--- src/rtl/main_fsm.sv ---
// rtl/main_fsm.sv - Moore sequencer for the multicycle controller; optional sticky trap via MAIN_FSM_TRAP_EN
module main_fsm (
  input  logic       clk,
  input  logic       reset,
  input  logic [1:0] Op,
  input  logic [5:0] Funct,
  output logic       IRWrite,
  output logic       AdrSrc,
  output logic       ALUSrcA,
  output logic [1:0] ALUSrcB,
  output logic [1:0] ResultSrc,
  output logic       ALUOp,
  output logic       NextPC,
  output logic       RegW,
  output logic       MemW,
  output logic       Branch,
  output logic       Trap,
  output logic [3:0] State
);

  typedef enum logic [3:0] {
    FETCH    = 4'd0,
    DECODE   = 4'd1,
    MEMADR   = 4'd2,
    MEMRD    = 4'd3,
    MEMWB    = 4'd4,
    MEMWR    = 4'd5,
    EXECUTER = 4'd6,
    EXECUTEI = 4'd7,
    ALUWB    = 4'd8,
    BRANCH   = 4'd9,
    UNKNOWN  = 4'd10
  } state_t;

  state_t state_q;
  state_t state_d;

  // Only the I and L flags steer sequencing; the middle Funct bits belong to the ALU decoder.
  logic unused_funct;
  assign unused_funct = ^Funct[4:1];

  // State register with synchronous active-low reset back to FETCH.
  always_ff @(posedge clk) begin
    if (!reset) state_q <= FETCH;
    else        state_q <= state_d;
  end

  // Next-state logic; instruction fields are only looked at in DECODE and MEMADR.
  always_comb begin
    state_d = FETCH;
    case (state_q)
      FETCH:    state_d = DECODE;
      DECODE: begin
        case (Op)
          2'b00:   state_d = Funct[5] ? EXECUTEI : EXECUTER;
          2'b01:   state_d = MEMADR;
          2'b10:   state_d = BRANCH;
          default: state_d = UNKNOWN;
        endcase
      end
      MEMADR:   state_d = Funct[0] ? MEMRD : MEMWR;
      MEMRD:    state_d = MEMWB;
      EXECUTER: state_d = ALUWB;
      EXECUTEI: state_d = ALUWB;
`ifdef MAIN_FSM_TRAP_EN
      UNKNOWN:  state_d = UNKNOWN;
`else
      UNKNOWN:  state_d = FETCH;
`endif
      default:  state_d = FETCH;
    endcase
  end

  // Moore output decode; every field defaults to 0 so unused encodings drive nothing.
  always_comb begin
    IRWrite   = 1'b0;
    AdrSrc    = 1'b0;
    ALUSrcA   = 1'b0;
    ALUSrcB   = 2'b00;
    ResultSrc = 2'b00;
    ALUOp     = 1'b0;
    NextPC    = 1'b0;
    RegW      = 1'b0;
    MemW      = 1'b0;
    Branch    = 1'b0;
    Trap      = 1'b0;
    case (state_q)
      FETCH: begin
        IRWrite   = 1'b1;
        NextPC    = 1'b1;
        ALUSrcA   = 1'b1;
        ALUSrcB   = 2'b10;
        ResultSrc = 2'b10;
      end
      DECODE: begin
        ALUSrcA   = 1'b1;
        ALUSrcB   = 2'b10;
        ResultSrc = 2'b10;
      end
      MEMADR: begin
        ALUSrcB   = 2'b01;
      end
      MEMRD: begin
        AdrSrc    = 1'b1;
      end
      MEMWB: begin
        ResultSrc = 2'b01;
        RegW      = 1'b1;
      end
      MEMWR: begin
        AdrSrc    = 1'b1;
        MemW      = 1'b1;
      end
      EXECUTER: begin
        ALUOp     = 1'b1;
      end
      EXECUTEI: begin
        ALUSrcB   = 2'b01;
        ALUOp     = 1'b1;
      end
      ALUWB: begin
        RegW      = 1'b1;
      end
      BRANCH: begin
        ALUSrcB   = 2'b01;
        ResultSrc = 2'b10;
        Branch    = 1'b1;
      end
      UNKNOWN: begin
`ifdef MAIN_FSM_TRAP_EN
        Trap      = 1'b1;
`else
        Trap      = 1'b0;
`endif
      end
      default: begin
        IRWrite   = 1'b0;
      end
    endcase
  end

  assign State = state_q;

endmodule
--- config.mk ---
export PLATFORM = sky130hd
export DESIGN_NAME = main_fsm
export DESIGN_NICKNAME = d
export VERILOG_FILES = /design/src/rtl/main_fsm.sv
export SDC_FILE = /design/constraint.sdc
export NUM_CORES = 1
export LEC_CHECK = 0
export ABC_AREA = 0
export CAP_MARGIN = 20
export CORE_AREA = 2 2 39 41
export DETAILED_ROUTE_END_ITERATION = 10
export DIE_AREA = 0 0 41 43
export GPL_ROUTABILITY_DRIVEN = 0
export GPL_TIMING_DRIVEN = 0
export PLACE_DENSITY = 0.72
export SLEW_MARGIN = 10
export SYNTH_ARGS = -nofsm -noshare
export SYNTH_HDL_FRONTEND = slang
export SYNTH_SLANG_ARGS = --single-unit
--- constraint.sdc ---
create_clock -name clk -period 1.4 [get_ports clk]
set_input_delay 0.28 -clock clk [delete_from_list [all_inputs] [get_ports clk]]
set_output_delay 0.28 -clock clk [all_outputs]
set_load 0.01 [all_outputs]
==> flow_summary.json <==
{
  "finalCriticalPeriod_ns": 1.54,
  "synth_edf_count": 0,
  "synth_area_leaders": "dfxtp_1 26%, buf_4 7.2%, nor3_1 6.4%, nor2_1 6.0%, a21oi_1 4.8%",
  "syn2layout_area_growth_pct": 111,
  "yosysTopAreaCell": "dfxtp_1",
  "grt_usage_pct": 12.3,
  "tritoncts": "yes",
  "diodes": 0,
  "hold_ws_ns": 0.537,
  "route.met2.wl_um": 502,
  "cts_root_buf": "clkbuf_4",
  "grt_pass1_vias": 353,
  "cts_buffers": 3,
  "holdPathStages": 1,
  "netlist_instances": 43,
  "cts_sinks": 4,
  "finalPower_uw": 568,
  "final_layout_size_suffix_gt1_share_pct": 54.1,
  "worst_slack_ns": -0.139,
  "min_path_type": "reg2reg",
  "synth.most_common_cell": "nor2_1",
  "violations": "setup timing",
  "met1_length_um": 375,
  "drtIter0Drc": 7,
  "top_layer": "met3",
  "synth_cell_types": 24,
  "setup_viol": 7,
  "dr.pass1.iters": 4,
  "wl_met3_um": 98,
  "ys.flop_type": "dfxtp_1",
  "synth_top_area_share_pct": 25.6,
  "hold_violations": 0,
  "required_ns": 1.12,
  "io_buffers": 21,
  "final_util_pct": 47.6,
  "synthTopCellsByCount": "5 x nor2_1, 4 x dfxtp_1, 4 x nor3_1",
  "row_count": 14,
  "rsz0062_at_grt": "true",
  "timing.fmax_mhz": 650,
  "timing.final.crit_share_pct": 110,
  "ctsLongestPathBuffers": 2,
  "crit_fanout": 7,
  "largest_register_ffs": 4,
  "wl_per_cell_um": 10.8,
  "worst_setup_path_start_kind": "flop",
  "ys_seq_area_share_pct": 25.6,
  "status": "complete, but fails checks",
  "syn_nets": 53,
  "pre_cts_slack_ns": -0.393,
  "rr_worst_depth": 4,
  "dpl.hpwl_um": 639,
  "grt_pass1_wl_um": 1470,
  "hold_start": "State[0]",
  "drt-total-wl_um": 976,
  "syn_area_um2": 313,
  "finalNetCount": 86,
  "p_per_area_nw_per_um2": 862,
  "drtAntennaViolNets": 0,
  "io_pins": 27,
  "ys_ff_latch": 4,
  "cts_hold_buf": 0,
  "stdcell_area_um2": 659,
  "vias_per_cell": 4.43,
  "yosysWarnings": 0,
  "fin_worst_skew_ns": 0.00199,
  "die_h_um": 43,
  "p_leak_uw": 0.000303,
  "core_area_um2": 1380,
  "grt_antenna_before_repair": 0,
  "die_w_um": 41,
  "r2r-start": "State[2]",
  "drv_cap": 0,
  "vias": 399,
  "ys_async_sr_fraction_pct": 0,
  "crit_type": "reg2out",
  "cts_htree_levels": 1,
  "grt_start_max_net_pins": 10,
  "end_kind": "primary output",
  "drc": 0,
  "num-fill-cells": 148,
  "grt_overflow": 0,
  "clk_latency_ns": 0.23,
  "cp.arrival_ns": 1.26,
  "die_area_um2": 1760,
  "peakVddDrop_uv": 398,
  "postPlaceCellArea_um2": 549,
  "initial_core_util_pct": 22.6,
  "cts.clk_slew.worst_paths_ns": 0.03,
  "maxSlewViolCount": 0,
  "avgSynthCellArea_um2": 7.27,
  "cp-startpoint": "State[3]"
}
[cell type report]
| class | count | area, µm² | area share [%] |
|---|---|---|---|
| plain buffers | 4 | 41.3 | 6.26 |
| clock buffers | 3 | 22.5 | 3.42 |
| inverters | 3 | 11.3 | 1.71 |
| multi-input cells | 32 | 248 | 37.6 |
| flip-flops and latches | 4 | 92.6 | 14.0 |
| well taps | 16 | 20.0 | 3.04 |
| repair buffers | 28 | 224 | 34.0 |
[worst max-delay path, cell delays in order (launching register included)]
cell and delay [ns]:
dfxtp_4 0.40, nand2b_4 0.17, nor2_2 0.04, a211o_1 0.28, buf_2 0.14
[what timing repair did]
| item | 4_1_cts | 5_1_grt |
|---|---|---|
| buffers inserted | 7 | 0 |
| pin swaps | 4 | 1 |
| setup endpoints to repair | 15 | 10 |
| resized for setup | 67 | 4 |
| gates cloned | 0 | 0 |
[cells in the final DEF (no fill, tap or decap), types with 2 or more instances in the layout]
cell / netlist / layout
a21oi_1: 3 / 3
buf_2: 1 / 10
buf_4: 3 / 8
buf_6: 0 / 2
clkbuf_4: 0 / 3
clkdlybuf4s50_1: 0 / 6
dfxtp_4: 0 / 3
dlygate4sd2_1: 0 / 3
inv_1: 3 / 3
nand2_1: 2 / 2
nand2b_4: 1 / 3
nor2_1: 5 / 3
nor2_2: 1 / 2
nor3_1: 4 / 3
o21ai_0: 2 / 2
[cells by family after synthesis]
family | count (synthesis) | synth area share, %
other | 1 | 1.20
buffers and inverters | 7 | 12.4
XOR/XNOR | 1 | 2.80
AO/OA/AOI/OAI | 9 | 18.4
AND/OR/NAND/NOR | 21 | 39.6
flip-flops | 4 | 25.6
[through the flow]
stage               cells  setup TNS (ns)
floorplan              43               0
global placement       80           -2.80
CTS                    90          -0.616
finish                 90          -0.499
global route           90          -0.991
detailed placement     80           -2.87
[path summary, 6_finish.rpt]
path	to	slack (ns)
worst max-delay path	ALUSrcB[0]	-0.14
worst max register to register	State[3]	0.30
worst min register to register	State[0]	0.54
worst min-delay path	State[0]	0.54
[routing by layer]
layer / vias to the layer above / global-route usage [%]
met5: - / 0
met4: 0 / 8.00
met3: 0 / 2.09
met2: 17 / 19.1
met1: 176 / 14.6
li1: 206 / -
[power by group]
group,internal [µW],total (µW),switching [µW]
Sequential,127,152,25.0
Combinational,157,277,120
Clock,95.7,140,44.0
Note: power is estimated with default switching activity, not from simulation.
